[config.mk]
export PLATFORM = sky130hd
export DESIGN_NAME = mem_access_unit
export DESIGN_NICKNAME = d
export VERILOG_FILES = /design/src/rtl/mem_access_unit.sv
export SDC_FILE = /design/constraint.sdc
export NUM_CORES = 1
export LEC_CHECK = 0
export BUFFER_PORTS_ARGS = -buffer_cell sky130_fd_sc_hd__buf_2
export CAP_MARGIN = 40
export CORE_MARGIN = 5
export CORE_UTILIZATION = 25
export CTS_CLUSTER_DIAMETER = 120
export CTS_CLUSTER_SIZE = 30
export DETAILED_ROUTE_END_ITERATION = 12
export GPL_ROUTABILITY_DRIVEN = 0
export SETUP_SLACK_MARGIN = 0.15
export SKIP_LAST_GASP = 1
export SYNTH_ARGS = -nofsm -noshare
export SYNTH_HDL_FRONTEND = slang
export SYNTH_SLANG_ARGS = --single-unit
[constraint.sdc]
create_clock -name clk -period 4.9 [get_ports clk]
set_input_delay 0.49 -clock clk [delete_from_list [all_inputs] [get_ports clk]]
set_output_delay 0.49 -clock clk [all_outputs]
set_load 0.03 [all_outputs]
[src/rtl/mem_access_unit.sv]
// rtl/mem_access_unit.sv - datapath memory access unit for the GameBoy bus
// Stretches external strobes to a full M-cycle, times out stalled slaves, and serves HRAM locally.
module mem_access_unit #(
   parameter int MIN_CYCLES = 4,
   parameter int TIMEOUT    = 64,
   parameter int HRAM_EN    = 1
) (
   input  logic        clk,
   input  logic        rst,
   input  logic        req_valid,
   input  logic        req_write,
   input  logic        req_fetch,
   input  logic [15:0] req_addr,
   input  logic [7:0]  req_wdata,
   output logic        req_ready,
   output logic        rsp_valid,
   output logic [7:0]  rsp_data,
   output logic        rsp_fetch,
   output logic        rsp_err,
   output logic [15:0] mem_addr,
   output logic [7:0]  mem_wdata,
   output logic        mem_rd,
   output logic        mem_wr,
   input  logic [7:0]  mem_rdata,
   input  logic        mem_ready
);

   typedef enum logic [1:0] {
      S_IDLE,
      S_ACCESS,
      S_HRAM,
      S_DONE
   } state_t;

   localparam logic [7:0] MIN_LAST = 8'(MIN_CYCLES - 1);
   localparam logic [7:0] TO_LAST  = 8'(TIMEOUT - 1);

   state_t      state_q, state_d;
   logic [7:0]  cnt_q, cnt_d;
   logic [15:0] addr_q, addr_d;
   logic [7:0]  wdata_q, wdata_d;
   logic        write_q, write_d;
   logic        fetch_q, fetch_d;
   logic        req_ready_q, req_ready_d;
   logic        rsp_valid_q, rsp_valid_d;
   logic [7:0]  rsp_data_q, rsp_data_d;
   logic        rsp_fetch_q, rsp_fetch_d;
   logic        rsp_err_q, rsp_err_d;
   logic [15:0] mem_addr_q, mem_addr_d;
   logic [7:0]  mem_wdata_q, mem_wdata_d;
   logic        mem_rd_q, mem_rd_d;
   logic        mem_wr_q, mem_wr_d;

   logic [7:0]  hram_q [0:126];
   logic [6:0]  hram_idx;
   logic        hram_we;
   logic        req_is_hram;

   // 0xFFFF is the IE register, which lives outside this unit.
   assign req_is_hram = (HRAM_EN != 0) && (req_addr >= 16'hFF80) && (req_addr != 16'hFFFF);
   assign hram_idx    = addr_q[6:0];

   always_comb begin
      state_d     = state_q;
      cnt_d       = cnt_q;
      addr_d      = addr_q;
      wdata_d     = wdata_q;
      write_d     = write_q;
      fetch_d     = fetch_q;
      req_ready_d = 1'b0;
      rsp_valid_d = 1'b0;
      rsp_data_d  = rsp_data_q;
      rsp_fetch_d = rsp_fetch_q;
      rsp_err_d   = rsp_err_q;
      mem_addr_d  = mem_addr_q;
      mem_wdata_d = mem_wdata_q;
      mem_rd_d    = mem_rd_q;
      mem_wr_d    = mem_wr_q;
      hram_we     = 1'b0;

      unique case (state_q)
         S_IDLE: begin
            req_ready_d = 1'b1;
            if (req_valid) begin
               req_ready_d = 1'b0;
               addr_d      = req_addr;
               wdata_d     = req_wdata;
               write_d     = req_write;
               fetch_d     = req_fetch & ~req_write;
               if (req_is_hram) begin
                  state_d = S_HRAM;
               end else begin
                  state_d     = S_ACCESS;
                  cnt_d       = 8'd0;
                  mem_addr_d  = req_addr;
                  mem_wdata_d = req_wdata;
                  mem_rd_d    = ~req_write;
                  mem_wr_d    = req_write;
               end
            end
         end

         S_ACCESS: begin
            cnt_d = cnt_q + 8'd1;
            // Slave ready is only honoured once the minimum strobe width is met.
            if ((cnt_q >= MIN_LAST) && mem_ready) begin
               state_d     = S_DONE;
               mem_rd_d    = 1'b0;
               mem_wr_d    = 1'b0;
               rsp_valid_d = 1'b1;
               rsp_data_d  = write_q ? wdata_q : mem_rdata;
               rsp_fetch_d = fetch_q;
               rsp_err_d   = 1'b0;
            end else if (cnt_q == TO_LAST) begin
               state_d     = S_DONE;
               mem_rd_d    = 1'b0;
               mem_wr_d    = 1'b0;
               rsp_valid_d = 1'b1;
               rsp_data_d  = 8'hFF;
               rsp_fetch_d = fetch_q;
               rsp_err_d   = 1'b1;
            end
         end

         S_HRAM: begin
            hram_we     = write_q;
            state_d     = S_DONE;
            rsp_valid_d = 1'b1;
            rsp_data_d  = write_q ? wdata_q : hram_q[hram_idx];
            rsp_fetch_d = fetch_q;
            rsp_err_d   = 1'b0;
         end

         S_DONE: begin
            state_d     = S_IDLE;
            req_ready_d = 1'b1;
         end

         default: begin
            state_d     = S_IDLE;
            req_ready_d = 1'b1;
         end
      endcase
   end

   always_ff @(posedge clk) begin
      if (!rst) begin
         state_q     <= S_IDLE;
         cnt_q       <= 8'd0;
         addr_q      <= 16'h0000;
         wdata_q     <= 8'h00;
         write_q     <= 1'b0;
         fetch_q     <= 1'b0;
         req_ready_q <= 1'b1;
         rsp_valid_q <= 1'b0;
         rsp_data_q  <= 8'h00;
         rsp_fetch_q <= 1'b0;
         rsp_err_q   <= 1'b0;
         mem_addr_q  <= 16'h0000;
         mem_wdata_q <= 8'h00;
         mem_rd_q    <= 1'b0;
         mem_wr_q    <= 1'b0;
      end else begin
         state_q     <= state_d;
         cnt_q       <= cnt_d;
         addr_q      <= addr_d;
         wdata_q     <= wdata_d;
         write_q     <= write_d;
         fetch_q     <= fetch_d;
         req_ready_q <= req_ready_d;
         rsp_valid_q <= rsp_valid_d;
         rsp_data_q  <= rsp_data_d;
         rsp_fetch_q <= rsp_fetch_d;
         rsp_err_q   <= rsp_err_d;
         mem_addr_q  <= mem_addr_d;
         mem_wdata_q <= mem_wdata_d;
         mem_rd_q    <= mem_rd_d;
         mem_wr_q    <= mem_wr_d;
      end
   end

   // HRAM keeps its contents across reset; a reset in the HRAM state drops the write.
   always_ff @(posedge clk) begin
      if (rst && hram_we) begin
         hram_q[hram_idx] <= wdata_q;
      end
   end

   assign req_ready = req_ready_q;
   assign rsp_valid = rsp_valid_q;
   assign rsp_data  = rsp_data_q;
   assign rsp_fetch = rsp_fetch_q;
   assign rsp_err   = rsp_err_q;
   assign mem_addr  = mem_addr_q;
   assign mem_wdata = mem_wdata_q;
   assign mem_rd    = mem_rd_q;
   assign mem_wr    = mem_wr_q;

endmodule
==> impl_metrics.json <==
{
  "crit_required_ns": 5.17,
  "cts_root_buf": "clkbuf_16",
  "syn_area_um2": 42800,
  "fmax_mhz": 293,
  "fill_cells": 16800,
  "ys_async_sr_fraction": 0,
  "ctsResizeCount": 0,
  "postCtsHoldBufs": 0,
  "syn_to_final_growth_pct": 10.6,
  "post_cts_buffers": 0,
  "grt_pass1_wl_mm": 153,
  "core-area_um2": 170000,
  "std_cell_rows": 151,
  "num_io_pins": 76,
  "syn-num-nets": 2354,
  "dpl.hpwl_mm": 68.2,
  "antenna_found_initial": 2,
  "finalHoldViolCount": 0,
  "final_cells": 4632,
  "setup_viol": 0,
  "clk_pin_slew_worst_paths_ns": 0.12,
  "final_nets": 2429,
  "hp-class": "in -> reg",
  "slew_viol_final": 0,
  "syn_inst": 2311,
  "die_w_um": 424,
  "power_density_nw_per_um2": 392,
  "ys_seq_area_frac": 0.747,
  "cts_buffer_depth": 3,
  "first_pass_iters": 7,
  "grt.overflow.total": 0,
  "synthFlopType": "edfxtp_1",
  "synth_warnings": 0,
  "cts_sinks": 1088,
  "skew_ns": 0.0321,
  "post-route-min-period_ns": 3.41,
  "critical_path_class": "reg -> reg",
  "wirelength_mm": 105,
  "via_count": 22000,
  "die_area_um2": 179000,
  "hp-start": "req_addr[14]",
  "wire_per_inst_um": 22.7,
  "worstSetupEndpointType": "register",
  "total_power_mw": 18.5,
  "drc": 0,
  "fin_crit_sh": 0.695,
  "synth_cell_types": 68,
  "reg2reg_from": "state_q[0]",
  "die_h_um": 424,
  "grt_max_degree": 76,
  "drive_gt1_frac": 0.184,
  "start_kind": "register",
  "grt_usage": 0.113,
  "dp.cells": 4560,
  "drtIter0Drc": 2430,
  "cts_max_level": 2,
  "cts-buffers-inserted": 42,
  "worstPathArrival_ns": 3.68,
  "peakVddDrop_v": 0.000268,
  "clk_latency_ns": 0.64,
  "cts_tree": "done",
  "max_slew.worst_pin.slew_ns": 0.982,
  "initial_utilization": 0.252,
  "ys_ff_latch": 1088,
  "maxCapViolations": 0,
  "rsz0062_at_grt": "no",
  "ant_nets": 0,
  "portBuffers": 75,
  "viasPerCell": 4.76,
  "status": "complete, no violations",
  "synth_edf_count": 1016,
  "crit_path_start": "state_q[0]",
  "leakagePower_nw": 13.9,
  "final.setup.tns_ns": 0,
  "crit_fanout": 10,
  "slew-limit-headroom": 0.329,
  "first_global_vias": 21700,
  "syn_area_per_cell_um2": 18.5
}
## report_power, final
group	internal [mW]	leakage (nW)	switching (mW)
clock network	1.74	0.595	2.74
registers	10.6	9.94	0.373
logic	1.10	3.36	2.03
total	13.4	13.9	5.14
## critical path, stage by stage, from the launching register on
cell and delay [ns]:
dfxtp_1 0.37, inv_1 0.10, ha_1 0.28, and3_1 0.38
nand4b_1 0.79, buf_4 0.50, nor2_1 0.60
## metrics by stage
| stage | setup slack, ns | hold slack [ns] | utilization | instance area, um^2 |
|---|---|---|---|---|
| 2_1_floorplan | 2.35 | 0.441 | - | 42800 |
| 3_3_place_gp | 1.68 | 0.448 | 0.269 | 45700 |
| 3_5_place_dp | 1.57 | 0.455 | 0.271 | 46000 |
| 4_1_cts | 1.51 | 0.0592 | 0.279 | 47300 |
| 5_1_grt | 1.38 | 0.0768 | 0.279 | 47300 |
| 6_report | 1.49 | 0.0949 | 0.279 | 47300 |
## cells by family after synthesis
kind of cell / count (synthesis) / share of synthesized area
adder cells (fa/ha/maj): 5 / 0.00146
XOR/XNOR: 2 / 0.000410
buffers and inverters: 152 / 0.0201
flip-flops: 1088 / 0.747
AND/OR/NAND/NOR: 424 / 0.0449
multiplexers: 313 / 0.131
AO/OA/AOI/OAI: 327 / 0.0548
## cells in the final DEF (no fill, tap or decap), types with 11 or more instances in the layout
| master | synthesis | final |
|---|---|---|
| clkbuf_1 | 54 | 23 |
| dfxtp_4 | 0 | 11 |
| nor2_1 | 167 | 166 |
| a31oi_1 | 11 | 11 |
| o21ai_0 | 41 | 41 |
| dfxtp_1 | 72 | 60 |
| a211oi_1 | 13 | 13 |
| nor2b_1 | 20 | 20 |
| o221ai_1 | 14 | 14 |
| and2_1 | 13 | 13 |
| clkbuf_16 | 0 | 45 |
| edfxtp_1 | 1016 | 1016 |
| inv_1 | 17 | 17 |
| nand3_1 | 22 | 22 |
| a21oi_1 | 36 | 36 |
| buf_2 | 37 | 75 |
| o22ai_1 | 14 | 14 |
| a21boi_0 | 46 | 46 |
| a2111oi_0 | 11 | 11 |
| a22oi_1 | 88 | 88 |
| nand2_1 | 128 | 128 |
| mux2i_1 | 106 | 106 |
| mux4_2 | 197 | 197 |
| buf_4 | 18 | 73 |
## synthesized netlist by cell type (3+ instances only)
| cell | count | area share |
|---|---|---|
| edfxtp_1 | 1016 | 0.71 |
| mux4_2 | 197 | 0.10 |
| nor2_1 | 167 | 0.015 |
| nand2_1 | 128 | 0.011 |
| mux2i_1 | 106 | 0.025 |
| a22oi_1 | 88 | 0.015 |
| dfxtp_1 | 72 | 0.034 |
| clkbuf_1 | 54 | 0.0047 |
| a21boi_0 | 46 | 0.0081 |
| o21ai_0 | 41 | 0.0048 |
| buf_2 | 37 | 0.0043 |
| a21oi_1 | 36 | 0.0042 |
| nand3_1 | 22 | 0.0026 |
| nor2b_1 | 20 | 0.0029 |
| buf_4 | 18 | 0.0032 |
| inv_1 | 17 | 0.0015 |
| buf_6 | 16 | 0.0042 |
| o221ai_1 | 14 | 0.0029 |
| o22ai_1 | 14 | 0.0020 |
| a211oi_1 | 13 | 0.0023 |
| and2_1 | 13 | 0.0019 |
| a2111oi_0 | 11 | 0.0023 |
| a31oi_1 | 11 | 0.0016 |
| mux2_2 | 10 | 0.0026 |
| nand4_1 | 10 | 0.0015 |
| nor3_1 | 10 | 0.0012 |
| o211ai_1 | 10 | 0.0018 |
| and3_1 | 9 | 0.0013 |
| nand2b_1 | 9 | 0.0013 |
| nand3b_1 | 8 | 0.0014 |
| nor4_1 | 7 | 0.0010 |
| o41ai_1 | 6 | 0.0012 |
| ha_1 | 5 | 0.0015 |
| buf_1 | 4 | 0.00035 |
| nand4b_1 | 4 | 0.00082 |
| o32ai_1 | 4 | 0.00082 |
| a21boi_1 | 3 | 0.00053 |
| a221oi_1 | 3 | 0.00061 |
| a22o_1 | 3 | 0.00061 |
| a41oi_1 | 3 | 0.00061 |
| nor3b_1 | 3 | 0.00053 |
| o2111ai_1 | 3 | 0.00061 |
| o21a_1 | 3 | 0.00053 |
| or3_1 | 3 | 0.00044 |
## registers in the layout (all words and copies together) (netlist names), named ones only
| signal | cells |
|---|---|
| addr_q | 7 |
| mem_wdata | 8 |
| write_q | 1 |
| rsp_data | 8 |
| mem_addr | 16 |
| rsp_valid | 1 |
| fetch_q | 1 |
| mem_rd | 1 |
| rsp_err | 1 |
| cnt_q | 8 |
| hram_q | 1016 |
| mem_wr | 1 |
| req_ready | 1 |
| state_q | 2 |
| wdata_q | 8 |
| rsp_fetch | 1 |
## routing by layer
metal | share of wire | vias up | global-route usage
met3 | 0.073 | 120 | 0.0193
met1 | 0.44 | 11600 | 0.161
li1 | - | 9442 | -
met2 | 0.47 | 845 | 0.180
met5 | 0 | - | 0
met4 | 0.027 | 0 | 0.0311
## worst paths after layout
| path | cells after the start | endpoint | slack [ns] |
|---|---|---|---|
| hold / removal | 3 | mem_addr[14] | 0.09 |
| hold reg to reg | 2 | mem_wdata[2] | 0.47 |
| setup / recovery | 6 | hram_q[59][0] | 1.49 |
| setup reg to reg | 6 | hram_q[59][0] | 1.49 |
## cell type report
type / instances / area (um^2) / area share
Sequential cell: 1088 / 32000 / 0.676
Multi-Input combinational cell: 1071 / 9970 / 0.211
Tap cell: 2218 / 2780 / 0.0587
Timing Repair Buffer: 165 / 1250 / 0.0264
Clock buffer: 68 / 1210 / 0.0256
Inverter: 18 / 67.6 / 0.00143
Clock inverter: 2 / 27.5 / 0.000582
Antenna cell: 2 / 5.00 / 0.000106
No activity file was read; power rests on OpenSTA's default activity.
